--- src/rtl/phy_tx_ms_if.sv ---
// SIE <-> USB transmit PHY bundle: byte handshake, mode/resume requests and line drive.
interface phy_tx_ms_if;
    logic       tx_valid_i;
    logic [7:0] tx_data_i;
    logic       tx_ready_o;
    logic       ls_i;
    logic       force_k_i;
    logic       tx_en_o;
    logic       dp_tx_o;
    logic       dn_tx_o;
    logic       busy_o;

    modport master (
        output tx_valid_i, tx_data_i, ls_i, force_k_i,
        input  tx_ready_o, tx_en_o, dp_tx_o, dn_tx_o, busy_o
    );
    modport slave (
        input  tx_valid_i, tx_data_i, ls_i, force_k_i,
        output tx_ready_o, tx_en_o, dp_tx_o, dn_tx_o, busy_o
    );
endinterface

--- src/rtl/phy_tx_ms.sv ---
// USB FS/LS transmit PHY: SYNC, NRZI with bit stuffing, EOP and resume-K signalling.
module phy_tx_ms #(
    parameter int BIT_SAMPLES = 4,
    parameter int LS_DIV      = 8
) (
    input  logic       clk_i,
    input  logic       rstn_i,
    phy_tx_ms_if.slave bus
);
    localparam int FS_P = BIT_SAMPLES;
    localparam int LS_P = BIT_SAMPLES * LS_DIV;
    localparam int CW   = $clog2(LS_P + 1);
    // SYNC is 0x80 LSB first; its first bit goes out on IDLE exit, so the rest is preloaded
    localparam logic [7:0] SYNC_REST = 8'h40;

    typedef enum logic [2:0] {
        IDLE, SYNC, DATA, STUFF_END, EOP_SE0, EOP_J, FORCE_K
    } state_t;

    state_t        state_q, state_d;
    logic [CW-1:0] cnt_q, cnt_d;
    logic [3:0]    sent_q, sent_d;
    logic [7:0]    shift_q, shift_d;
    logic [2:0]    ones_q, ones_d;
    logic          ls_q, ls_d;
    logic          tx_en_q, tx_en_d;
    logic          ready_q, ready_d;
    logic          dp_q, dp_d;
    logic          dn_q, dn_d;
    logic          tick;
    logic [7:0]    nb;
    logic [3:0]    ns;
    logic          stuff;

    assign tick  = (cnt_q == (ls_q ? CW'(LS_P - 1) : CW'(FS_P - 1)));
    assign stuff = (ones_q == 3'd6);

    always_comb begin
        state_d = state_q;
        cnt_d   = (state_q == IDLE || tick) ? '0 : cnt_q + 1'b1;
        sent_d  = sent_q;
        shift_d = shift_q;
        ones_d  = ones_q;
        ls_d    = ls_q;
        tx_en_d = tx_en_q;
        ready_d = 1'b0;
        dp_d    = dp_q;
        dn_d    = dn_q;
        nb      = shift_q;
        ns      = sent_q;
        case (state_q)
            IDLE: begin
                tx_en_d = 1'b0;
                dp_d    = ~ls_q;
                dn_d    = ls_q;
                if (bus.tx_valid_i) begin
                    state_d = SYNC;
                    ls_d    = bus.ls_i;
                    tx_en_d = 1'b1;
                    dp_d    = bus.ls_i;
                    dn_d    = ~bus.ls_i;
                    shift_d = SYNC_REST;
                    sent_d  = 4'd1;
                    ones_d  = '0;
                end else if (bus.force_k_i) begin
                    state_d = FORCE_K;
                    ls_d    = bus.ls_i;
                    tx_en_d = 1'b1;
                    dp_d    = bus.ls_i;
                    dn_d    = ~bus.ls_i;
                end
            end
            SYNC, DATA: if (tick) begin
                if (sent_q == 4'd8) begin
                    if (bus.tx_valid_i) begin
                        nb      = bus.tx_data_i;
                        ns      = '0;
                        ready_d = 1'b1;
                        state_d = DATA;
                    end else if (stuff) begin
                        state_d = STUFF_END;
                        dp_d    = ~dp_q;
                        dn_d    = ~dn_q;
                        ones_d  = '0;
                    end else begin
                        state_d = EOP_SE0;
                        dp_d    = 1'b0;
                        dn_d    = 1'b0;
                        sent_d  = '0;
                    end
                end
                // A pending stuff bit goes out before the next data bit and leaves the shift untouched
                if (sent_q != 4'd8 || bus.tx_valid_i) begin
                    shift_d = stuff ? nb : nb >> 1;
                    sent_d  = stuff ? ns : ns + 4'd1;
                    ones_d  = (!stuff && nb[0]) ? ones_q + 3'd1 : 3'd0;
                    if (stuff || !nb[0]) begin
                        dp_d = ~dp_q;
                        dn_d = ~dn_q;
                    end
                end
            end
            STUFF_END: if (tick) begin
                state_d = EOP_SE0;
                dp_d    = 1'b0;
                dn_d    = 1'b0;
                sent_d  = '0;
            end
            EOP_SE0: if (tick) begin
                if (sent_q == 4'd1) begin
                    state_d = EOP_J;
                    dp_d    = ~ls_q;
                    dn_d    = ls_q;
                end else begin
                    sent_d = sent_q + 4'd1;
                end
            end
            EOP_J: if (tick) begin
                state_d = IDLE;
                tx_en_d = 1'b0;
            end
            FORCE_K: if (tick && !bus.force_k_i) begin
                // LS resume terminates with a full EOP; FS returns straight to J
                if (ls_q) begin
                    state_d = EOP_SE0;
                    dp_d    = 1'b0;
                    dn_d    = 1'b0;
                    sent_d  = '0;
                end else begin
                    state_d = EOP_J;
                    dp_d    = ~ls_q;
                    dn_d    = ls_q;
                end
            end
            default: state_d = IDLE;
        endcase
    end

    always_ff @(posedge clk_i) begin
        if (!rstn_i) begin
            state_q <= IDLE;
            cnt_q   <= '0;
            sent_q  <= '0;
            shift_q <= '0;
            ones_q  <= '0;
            ls_q    <= 1'b0;
            tx_en_q <= 1'b0;
            ready_q <= 1'b0;
            dp_q    <= 1'b1;
            dn_q    <= 1'b0;
        end else begin
            state_q <= state_d;
            cnt_q   <= cnt_d;
            sent_q  <= sent_d;
            shift_q <= shift_d;
            ones_q  <= ones_d;
            ls_q    <= ls_d;
            tx_en_q <= tx_en_d;
            ready_q <= ready_d;
            dp_q    <= dp_d;
            dn_q    <= dn_d;
        end
    end

    assign bus.tx_ready_o = ready_q;
    assign bus.tx_en_o    = tx_en_q;
    assign bus.dp_tx_o    = dp_q;
    assign bus.dn_tx_o    = dn_q;
    assign bus.busy_o     = (state_q != IDLE);
endmodule
--- src/flat_wrapper.sv ---
// flat-port wrapper written by rule: the top's interface ports become plain ports
module phy_tx_ms_flat 
#(
    parameter int BIT_SAMPLES = 4,
    parameter int LS_DIV      = 8
)
  (clk_i, rstn_i, bus_tx_valid_i, bus_tx_data_i, bus_ls_i, bus_force_k_i, bus_tx_ready_o, bus_tx_en_o, bus_dp_tx_o, bus_dn_tx_o, bus_busy_o);
  phy_tx_ms_if bus_i ();
  input  logic clk_i;
  input  logic rstn_i;
  input wire logic [$bits(bus_i.tx_valid_i)-1:0] bus_tx_valid_i;
  input wire logic [$bits(bus_i.tx_data_i)-1:0] bus_tx_data_i;
  input wire logic [$bits(bus_i.ls_i)-1:0] bus_ls_i;
  input wire logic [$bits(bus_i.force_k_i)-1:0] bus_force_k_i;
  output wire logic [$bits(bus_i.tx_ready_o)-1:0] bus_tx_ready_o;
  output wire logic [$bits(bus_i.tx_en_o)-1:0] bus_tx_en_o;
  output wire logic [$bits(bus_i.dp_tx_o)-1:0] bus_dp_tx_o;
  output wire logic [$bits(bus_i.dn_tx_o)-1:0] bus_dn_tx_o;
  output wire logic [$bits(bus_i.busy_o)-1:0] bus_busy_o;
  assign bus_i.tx_valid_i = bus_tx_valid_i;
  assign bus_i.tx_data_i = bus_tx_data_i;
  assign bus_i.ls_i = bus_ls_i;
  assign bus_i.force_k_i = bus_force_k_i;
  assign bus_tx_ready_o = bus_i.tx_ready_o;
  assign bus_tx_en_o = bus_i.tx_en_o;
  assign bus_dp_tx_o = bus_i.dp_tx_o;
  assign bus_dn_tx_o = bus_i.dn_tx_o;
  assign bus_busy_o = bus_i.busy_o;
  phy_tx_ms #(.BIT_SAMPLES(BIT_SAMPLES), .LS_DIV(LS_DIV)) u_core (.clk_i(clk_i), .rstn_i(rstn_i), .bus(bus_i));
endmodule
--- config.mk ---
export PLATFORM = sky130hd
export DESIGN_NAME = phy_tx_ms_flat
export DESIGN_NICKNAME = d
export VERILOG_FILES = /design/src/rtl/phy_tx_ms_if.sv /design/src/rtl/phy_tx_ms.sv /design/src/flat_wrapper.sv
export SDC_FILE = /design/constraint.sdc
export NUM_CORES = 1
export LEC_CHECK = 0
export CAP_MARGIN = 20
export CORE_MARGIN = 2
export CORE_UTILIZATION = 50
export CTS_BUF_LIST = sky130_fd_sc_hd__clkbuf_2 sky130_fd_sc_hd__clkbuf_4 sky130_fd_sc_hd__clkbuf_8
export CTS_CLUSTER_SIZE = 30
export DETAILED_ROUTE_END_ITERATION = 8
export GPL_TIMING_DRIVEN = 0
export MAX_ROUTING_LAYER = met4
export PLACE_DENSITY = 0.81
export SYNTH_ARGS = -nofsm -noshare
export SYNTH_HDL_FRONTEND = slang
export SYNTH_SLANG_ARGS = --single-unit
--- constraint.sdc ---
create_clock -name clk_i -period 3.4 [get_ports clk_i]
set_clock_uncertainty 0.2 [all_clocks]
set_input_delay 0.51 -clock clk_i [delete_from_list [all_inputs] [get_ports clk_i]]
set_output_delay 0.51 -clock clk_i [all_outputs]
set_load 0.02 [all_outputs]
==> results.yml, run 1 <==
run_status:
  run_status: "completed"
routing:
  drt_iter0_markers: 209
  post_dr_vias_cell: 6.38
  routed_wirelength_um: 5740
  drt_pre_antenna_iters: 6
  via_count: 2189
  ant_nets: 0
  remaining_drc_errors: 0
  avgRoutedWirePerCell_um: 16.7
floorplanning:
  die_area_um2: 5020
  die_y_um: 70.9
  die_x_um: 70.9
  initial_utilization_pct: 51.7
  boundaryPins: 18
  std_cell_rows: 24
  design.core.area_um2: 4320
timing:
  timing_max_transition_violations_final: 0
  achievable-frequency_mhz: 337
  unrepaired_setup_endpoints_after_global_routing: "no"
  finalSetupTns_ns: 0
  setup_viol_count_final: 0
  number_of_hold_violations_in_the_final_report: 0
  timing_worst_slew_pin_value_ns: 0.806
  post-route-period-util_pct: 87.2
  timing.slew.headroom_pct: 45.8
  period_minus_slack_ns: 2.96
placed_design:
  postPlaceCellArea_um2: 2450
  port-buffer-count: 15
  gp_congestion: 0.945
  detailedPlacementHpwl_um: 4160
finish:
  antennaDiodeCount: 0
  post-route-cell-area_um2: 2550
  drive_gt1_share_pct: 15.5
  syn2layout_area_growth_pct: 14.2
  nets: 310
cts:
  cts_num_sinks: 29
  cts_buf_count: 5
  cts.repair_timing.setup_buffer_count: 0
  cts.reportedPaths.clkPinSlew_ns: 0.06
  cts.root.buffer_cell: "sky130_fd_sc_hd__clkbuf_8"
  insertion_delay_ns: 0.28
  tritoncts: "yes"
  clk_path_buf_depth: 2
  cts-htree-levels: 2
  cts.hold.buffers_added: 0
  cts_resized: 0
logic_synthesis:
  ys_async_sr_fraction_pct: 0
  synth.cells.most_frequent: "sky130_fd_sc_hd__dfxtp_1 (29), sky130_fd_sc_hd__nor2_1 (23), sky130_fd_sc_hd__a21oi_1 (20)"
  synthDominantAreaCellType: "sky130_fd_sc_hd__dfxtp_1"
  yosys-mux-area-fraction_pct: 7.95
  postSynthNetCount: 288
  compound_cell_area_share_of_the_yosys_netlist_pct: 26.9
  count_of_cell_types_in_the_netlist: 69
  synth-main-ff-cell: "sky130_fd_sc_hd__dfxtp_1"
  postSynthCellCount: 268
  synth-simple-area-share_pct: 26.3
  number_of_flops_mapped_to_enable_cells_by_yosys: 0
  synthXorXnorAreaFrac_pct: 1.96
  netlist.area_leader.share_pct: 26.0
  number_of_synthesized_register_bits: 29
  post_synth_fa_ha_maj_area_fraction_pct: 3.92
  synthesis.yosys.warnings: 0
  synth.most_common_cell: "sky130_fd_sc_hd__dfxtp_1"
  mappedNetlistArea_um2: 2230
  avgSynthCellArea_um2: 8.34
  synthTopCellsByArea: "sky130_fd_sc_hd__dfxtp_1 (26%), sky130_fd_sc_hd__mux4_2 (7.1%), sky130_fd_sc_hd__a21oi_1 (4.5%), sky130_fd_sc_hd__ha_1 (3.9%), sky130_fd_sc_hd__nor2_1 (3.9%)"
  synth_top_family_by_area: "compound AO/OA/AOI/OAI gates"
  synth.yosys.seq_area_share_pct: 26.0
global_routing:
  grt_pass1_wl_um: 9580
  grt_max_degree: 11
  number_of_antenna_violations_at_the_first_check_in_global_routing: 0
  first_global_vias: 2003
  grt_overflow_total: 0
  track_usage_pct: 24.4
setup_path:
  path_buf_inv: 3
  cp_max_fo: 8
  timing.critical_path.cells: "buf_2 -> nor3_1 -> inv_1 -> clkdlybuf4s50_1"
  critical_path.max_stage_delay_ns: 0.68
  worstSetupEndpointType: "output pin"
  required_ns: 2.69
  worstSetupStartpointType: "register"
  worst_path_dominant_cell_family: "buffers and inverters"
  worst-endpoint-arrival_ns: 2.25
  ff2ff_path_depth: 9
  critPathSlowestCell: "sky130_fd_sc_hd__nor3_1"
  crit_type: "reg -> out"
  timing.reg2reg.setup_slack_ns: 0.65
  r2r-start: "u_core.sent_q[0]"
  critical_path.reg2reg.endpoint: "u_core.shift_q[2]"
min_path:
  hold-path-endpoint: "u_core.cnt_q[0]"
  hold_critical_path_depth: 1
  hp-class: "reg -> reg"
  timing.hold.worst.start: "u_core.cnt_q[0]"
power_and_ir_drop:
  power_density_nw_per_um2: 754
  power_leakage_nw: 0.903
  peakVddDrop_mv: 0.546
job:
  max_cap_violations: 0
## state kept, by name, summed over array words and instances, names as in the netlist
| signal | count |
|---|---|
| u_core.ls_q | 1 |
| u_core.bus.tx_ready_o | 1 |
| u_core.cnt_q | 6 |
| u_core.shift_q | 8 |
| u_core.bus.tx_en_o | 1 |
| u_core.ones_q | 3 |
| u_core.bus.dp_tx_o | 1 |
| u_core.sent_q | 4 |
| u_core.state_q | 3 |
| u_core.bus.dn_tx_o | 1 |
## per-layer routing
metal | vias up | track usage, % | wire length, µm
met5 | - | - | 0
met3 | 8 | 4.70 | 392
li1 | 1061 | - | -
met1 | 1045 | 33.1 | 2590
met2 | 75 | 37.0 | 2680
met4 | 0 | 7.55 | 85
## final cells by class
cell class	instances	area [µm²]
fillers	402	1770
multi-input cells	208	1500
flip-flops and latches	29	581
repair buffers	15	150
plain buffers	19	113
clock buffers	7	96.3
well taps	52	65.1
inverters	12	45.0
clock inverters	1	5.00
## through the flow
stage,power [mW],setup slack (ns),instances,hold slack (ns),utilization [%]
floorplan,1.28,1.03,268,0.230,-
global placement,1.57,0.723,335,0.248,56.7
detailed placement,1.57,0.697,335,0.260,56.7
CTS,1.90,0.507,343,0.275,59.0
global route,2.05,0.345,343,0.303,59.0
finish,1.92,0.437,343,0.269,59.0
## worst max-delay path by stage
| stage | slack, ns | from | cells after the start | endpoint |
|---|---|---|---|---|
| final | 0.44 | u_core.state_q[0] | 4 | bus_busy_o |
| after floorplan | 1.03 | u_core.sent_q[0] | 9 | u_core.shift_q[2] |
| after detailed placement | 0.70 | u_core.sent_q[0] | 9 | u_core.shift_q[2] |
| after global routing | 0.35 | u_core.state_q[0] | 4 | bus_busy_o |
| after global placement | 0.72 | u_core.sent_q[0] | 9 | u_core.shift_q[2] |
| after CTS | 0.51 | u_core.state_q[0] | 4 | bus_busy_o |
## cell usage in the layout (no fill, tap or decap), types with 4 or more instances in the layout
cell type                          n
sky130_fd_sc_hd__nor3_1            8
sky130_fd_sc_hd__or3b_2            6
sky130_fd_sc_hd__nand3_1          13
sky130_fd_sc_hd__clkdlybuf4s50_1  15
sky130_fd_sc_hd__a31oi_1           5
sky130_fd_sc_hd__inv_1            11
sky130_fd_sc_hd__o21ai_0          14
sky130_fd_sc_hd__nor2_1           23
sky130_fd_sc_hd__dfxtp_1          29
sky130_fd_sc_hd__clkbuf_8          7
sky130_fd_sc_hd__mux4_2            7
sky130_fd_sc_hd__clkbuf_1          9
sky130_fd_sc_hd__nand2_1          19
sky130_fd_sc_hd__ha_1              7
sky130_fd_sc_hd__nand2b_1          5
sky130_fd_sc_hd__o211ai_1          4
sky130_fd_sc_hd__a211oi_1          4
sky130_fd_sc_hd__buf_4             4
sky130_fd_sc_hd__a21oi_1          20
## report_power, final
part / switching, mW / leakage [nW] / internal [mW]
logic: 0.700 / 0.612 / 0.437
clock network: 0.137 / 0.0542 / 0.183
registers: 0.0656 / 0.236 / 0.403
## cells by family after synthesis
group / after synthesis
AOI/OAI and AO/OA: 82
and+or+nand+nor: 105
DFF: 29
muxes: 9
adders and majority gates: 7
xor gates and xnor gates: 5
buffers and inverters: 31
No activity file was read; power rests on OpenSTA's default activity.
==> inputs of run 2 (changes only) <==
- REMOVE_ABC_BUFFERS: not set -> 1
- SLEW_MARGIN: not set -> 20
==> run 2 against run 1 <==
  * Critical path depth shrank 1
  * Largest power group unchanged
  * Sequential share of layout area grew 0.89 points
  * Total power shrank 6.4%
  * Fmax shrank 1.0%
  * Utilization shrank 2.2 points
  * Count of clock-buffer cells in the layout is the same
  * Setup slack lost 0.030 ns
  * Die area is the same
  * Combinational power shrank 17%
  * Clock power shrank 6.6%
  * First-iteration DRC count grew 24%
==> results.yml, run 2 (synthesis results as in run 1) <==
finish:
  layout.cells.most_common_list: "sky130_fd_sc_hd__dfxtp_1 (29), sky130_fd_sc_hd__nor2_1 (23), sky130_fd_sc_hd__a21oi_1 (20), sky130_fd_sc_hd__nand2_1 (19), sky130_fd_sc_hd__clkdlybuf4s50_1 (17)"
  antennaDiodeCount: 0
  seq_area_um2: 581
  multi_input_area_um2: 1500
  largest_register_ffs: 8
  final_core_utilization_pct: 56.8
  syn2layout_area_growth_pct: 9.85
  final_non_filler_cells: 326
  count_of_fill_cells_added_during_filler_insertion: 401
  most_common_cell_after_layout_fill_and_taps_aside: "sky130_fd_sc_hd__dfxtp_1"
  top_register: "u_core.shift_q"
  top_regs: "u_core.shift_q x8, u_core.cnt_q x6, u_core.sent_q x4"
  drive_gt1_share_pct: 12.8
  nets: 294
floorplanning:
  std_cell_rows: 24
  boundaryPins: 18
  design.core.area_um2: 4320
  die_area_um2: 5020
  die_y_um: 70.9
  die_x_um: 70.9
  initial_utilization_pct: 51.7
min_path:
  timing.hold.worst.start: "u_core.cnt_q[0]"
  hold_critical_path_depth: 1
  hp-class: "reg -> reg"
  hold-path-endpoint: "u_core.cnt_q[0]"
global_routing:
  number_of_antenna_violations_at_the_first_check_in_global_routing: 0
  track_usage_pct: 21.8
  grt_pass1_wl_um: 8650
  first_global_vias: 1817
  grt_overflow_total: 0
  grt_max_degree: 30
run_status:
  run_status: "completed"
routing:
  post_dr_vias_cell: 6.48
  ant_nets: 0
  drt_pre_antenna_iters: 5
  via_count: 2112
  remaining_drc_errors: 0
  drt_iter0_markers: 260
  routed_wirelength_um: 5140
  avgRoutedWirePerCell_um: 15.8
placed_design:
  placement.setup.worst_slack_ns: -0.248
  port-buffer-count: 17
  gp_congestion: 0.955
  dp_cells: 318
  detailedPlacementHpwl_um: 3610
setup_path:
  worstSetupEndpointType: "output pin"
  worst-endpoint-arrival_ns: 2.28
  worstSetupStartpointType: "register"
  required_ns: 2.69
  crit_type: "reg -> out"
  cp_max_fo: 26
  r2r-start: "u_core.state_q[0]"
  timing.reg2reg.setup_slack_ns: 0.46
  ff2ff_path_depth: 5
  critical_path.reg2reg.endpoint: "u_core.ones_q[1]"
power_and_ir_drop:
  share_comb_of_total_power_pct: 52.5
  power_leakage_nw: 0.849
  peakVddDrop_mv: 0.304
  intPower_uw: 968
  power.switching_fraction_pct: 46.3
  proportion_of_power_drawn_by_flip_flops_and_latches_pct: 31.0
  power.net_switching_uw: 833
  clock_group_share_of_total_power_pct: 16.5
  power_density_nw_per_um2: 734
cts:
  cts_num_sinks: 29
  clk_path_buf_depth: 2
  cts.reportedPaths.clkPinSlew_ns: 0.06
  cts_resized: 0
  insertion_delay_ns: 0.28
  cts.root.buffer_cell: "sky130_fd_sc_hd__clkbuf_8"
  tritoncts: "yes"
  cts_buf_count: 5
  cts-htree-levels: 2
  cts.hold.buffers_added: 0
timing:
  setup_viol_count_final: 0
  period_minus_slack_ns: 2.99
  number_of_hold_violations_in_the_final_report: 0
  timing_max_transition_violations_final: 0
  post-route-period-util_pct: 88.0
  timing.slew.headroom_pct: 40.8
  achievable-frequency_mhz: 334
  unrepaired_setup_endpoints_after_global_routing: "no"
  timing_worst_slew_pin_value_ns: 0.886
  postLayoutSetupSlackWorst_ns: 0.407
job:
  max_cap_violations: 0
==> run 2: changes by cell type in the layout (fill, tap and decap cells not counted), sizes merged <==
cell           change
clkinv             -1
clkdlybuf4s50      +2
buf                -9
clkbuf             -9
==> run 2: layer usage <==
layer | track usage (%) | wire length [µm] | vias to the layer above | part of all wire [%]
li1 | - | - | 1021 | -
met1 | 29.7 | 2240 | 996 | 44
met2 | 32.5 | 2480 | 86 | 48
met3 | 4.13 | 346 | 9 | 6.7
met4 | 7.55 | 76 | 0 | 1.5
met5 | - | 0 | - | 0
==> run 2: stage by stage <==
step                      setup TNS (ns)  instance area, µm²  total power, mW  hold WS (ns)
final                                  0                2450             1.80         0.263
after global routing                   0                2450             1.94         0.303
after CTS                              0                2450             1.79         0.268
after floorplan                        0                2120             1.23         0.230
after detailed placement          -0.525                2360             1.49         0.253
after global placement            -0.353                2360             1.48         0.246
==> run 2: power by group through the flow <==
stage          Sequential [mW]  Clock [mW]  Combinational (mW)
6_report                 0.558       0.298               0.945
5_1_grt                  0.574       0.315                1.05
4_1_cts                  0.552       0.303               0.935
3_5_place_dp             0.559           0               0.929
3_3_place_gp             0.558           0               0.926
2_1_floorplan            0.541           0               0.688
==> run 2: final cells by class <==
class	count	share of cell area, %
timing repair buffer	18	7.24
clock buffer	7	3.67
tap	52	2.65
multi-input combinational	208	61.0
inverter	12	1.83
sequential	29	23.6
==> run 2: critical path: stages (launching register included) <==
cell and delay [ns]:
sky130_fd_sc_hd__dfxtp_1 0.56, sky130_fd_sc_hd__nor3_1 0.67, sky130_fd_sc_hd__inv_1 0.18, sky130_fd_sc_hd__clkdlybuf4s50_1 0.59
==> run 2: worst max path at each step <==
stage | startpoint | depth (start not counted) | end | slack [ns]
finish | u_core.state_q[0] | 3 | bus_busy_o | 0.41
global route | u_core.state_q[0] | 5 | u_core.ones_q[1] | 0.27
CTS | bus_tx_valid_i | 6 | u_core.ones_q[1] | 0.01
detailed placement | bus_tx_valid_i | 6 | u_core.ones_q[2] | -0.25
global placement | bus_tx_valid_i | 6 | u_core.ones_q[2] | -0.19
floorplan | u_core.state_q[0] | 5 | u_core.ones_q[2] | 0.92
==> run 2: repair_timing <==
| action | in CTS | in global routing |
|---|---|---|
| endpoints found under the hold margin | 0 | 0 |
| buffers inserted | 0 | 1 |
| setup endpoints to repair | 0 | 2 |
==> inputs of run 3 (changes only) <==
- CORE_UTILIZATION: 50 -> 60
- PLACE_DENSITY: 0.81 -> 0.93
==> run 3 against run 2 <==
  * Fmax is 4.1% lower
  * Count of clock-buffer cells in the layout stayed put
  * Non-clock buffer count stayed put
  * Sequential share of layout area hardly changed
  * Utilization is 11 points higher
  * Worst hold slack better by 0.013 ns
  * Critical path type unchanged
  * Die area is 16% lower
  * Highest routed layer unchanged
==> results.yml, run 3 (synthesis results as in run 1) <==
run_status:
  run_status: "completed"
timing:
  post-route-period-util_pct: 91.8
  timing_max_transition_violations_final: 0
  achievable-frequency_mhz: 320
  setup_viol_count_final: 0
  number_of_hold_violations_in_the_final_report: 0
  timing.slew.headroom_pct: 39.3
  period_minus_slack_ns: 3.12
  postLayoutSetupSlackWorst_ns: 0.278
  timing_worst_slew_pin_value_ns: 0.909
  unrepaired_setup_endpoints_after_global_routing: "no"
placed_design:
  gp_congestion: 0.968
  dp_cells: 314
  port-buffer-count: 17
  placement.setup.worst_slack_ns: -0.372
  detailedPlacementHpwl_um: 3740
  postPlaceCellArea_um2: 2350
floorplanning:
  boundaryPins: 18
  die_x_um: 65.0
  die_y_um: 65.0
  initial_utilization_pct: 61.5
  die_area_um2: 4230
  std_cell_rows: 22
  design.core.area_um2: 3630
routing:
  avgRoutedWirePerCell_um: 16.8
  drt_iter0_markers: 285
  drt_pre_antenna_iters: 5
  post_dr_vias_cell: 6.75
  remaining_drc_errors: 0
  ant_nets: 0
  routed_wirelength_um: 5410
  via_count: 2175
power_and_ir_drop:
  total_power_after_layout_mw: 1.83
  peakVddDrop_mv: 0.338
  power_density_nw_per_um2: 747
  power_leakage_nw: 0.849
global_routing:
  track_usage_pct: 27.8
  number_of_antenna_violations_at_the_first_check_in_global_routing: 0
  first_global_vias: 1934
  grt_pass1_wl_um: 8940
  grt_overflow_total: 0
  grt_max_degree: 30
min_path:
  timing.hold.worst.start: "u_core.cnt_q[0]"
  hold_critical_path_depth: 1
  hp-class: "reg -> reg"
job:
  max_cap_violations: 0
finish:
  top_register: "u_core.shift_q"
  top_regs: "u_core.shift_q x8, u_core.cnt_q x6, u_core.sent_q x4"
  most_common_cell_after_layout_fill_and_taps_aside: "sky130_fd_sc_hd__dfxtp_1"
  seq_area_um2: 581
  layout.cells.most_common_list: "sky130_fd_sc_hd__dfxtp_1 (29), sky130_fd_sc_hd__nor2_1 (23), sky130_fd_sc_hd__a21oi_1 (20), sky130_fd_sc_hd__nand2_1 (19), sky130_fd_sc_hd__clkdlybuf4s50_1 (17)"
  nets: 294
  largest_register_ffs: 8
  count_of_fill_cells_added_during_filler_insertion: 309
  multi_input_area_um2: 1500
  post-route-cell-area_um2: 2450
  antennaDiodeCount: 0
  final_non_filler_cells: 322
  drive_gt1_share_pct: 12.8
  final_core_utilization_pct: 67.4
  syn2layout_area_growth_pct: 9.63
setup_path:
  r2r-start: "u_core.state_q[0]"
  worstSetupStartpointType: "register"
  worst-endpoint-arrival_ns: 2.41
  crit_type: "reg -> out"
  cp_max_fo: 29
  timing.reg2reg.setup_slack_ns: 0.47
  setup.worst_path.end: "bus_busy_o"
  required_ns: 2.69
  worstSetupEndpointType: "output pin"
  ff2ff_path_depth: 5
  critical_path.reg2reg.endpoint: "u_core.ones_q[2]"
  critPathLaunch: "u_core.state_q[2]"
cts:
  insertion_delay_ns: 0.28
  cts_buf_count: 5
  cts-htree-levels: 2
  cts.hold.buffers_added: 0
  cts_resized: 0
  clk_path_buf_depth: 2
  cts.root.buffer_cell: "sky130_fd_sc_hd__clkbuf_8"
  cts.reportedPaths.clkPinSlew_ns: 0.06
  cts_num_sinks: 29
  tritoncts: "yes"
[run 3: worst max-delay path: stages (launching register included)]
cell                              delay [ns]
sky130_fd_sc_hd__dfxtp_1                0.60
sky130_fd_sc_hd__nor3_1                 0.72
sky130_fd_sc_hd__inv_1                  0.21
sky130_fd_sc_hd__clkdlybuf4s50_1        0.59
[run 3: layout make-up]
class	count	area share [%]
inverter	12	1.84
multi-input combinational	208	61.1
sequential	29	23.7
clock buffer	7	3.68
timing repair buffer	18	7.25
tap	48	2.45
[run 3: per-stage QoR]
step                hold slack (ns)  TNS [ns]
finish                        0.276         0
global route                  0.304         0
CTS                           0.275         0
detailed placement            0.259    -0.849
global placement              0.245    -0.471
floorplan                     0.230         0
[run 3: worst min path at each step]
stage                            to  slack, ns
floorplan           u_core.cnt_q[0]       0.23
global placement    u_core.cnt_q[0]       0.24
detailed placement  u_core.cnt_q[0]       0.26
CTS                 u_core.cnt_q[0]       0.27
global route        u_core.cnt_q[0]       0.30
finish              u_core.cnt_q[0]       0.28
[run 3: power by group]
part / switching [mW] / total (mW) / internal, mW
combinational: 0.575 / 0.973 / 0.398
sequential: 0.158 / 0.561 / 0.403
clock: 0.128 / 0.297 / 0.168
[run 3: repair_timing]
item | CTS | global route
endpoints found under the setup margin | 2 | 0
setup buffers | 1 | 0
endpoints found under the hold margin | 0 | 0
[run 3: routing by layer]
metal | wire [µm] | global-route usage, % | up-vias
met3 | 359 | 5.38 | 25
met2 | 2590 | 43.0 | 110
met5 | 0 | - | -
met1 | 2260 | 35.2 | 1017
met4 | 201 | 13.0 | 0
li1 | - | - | 1023
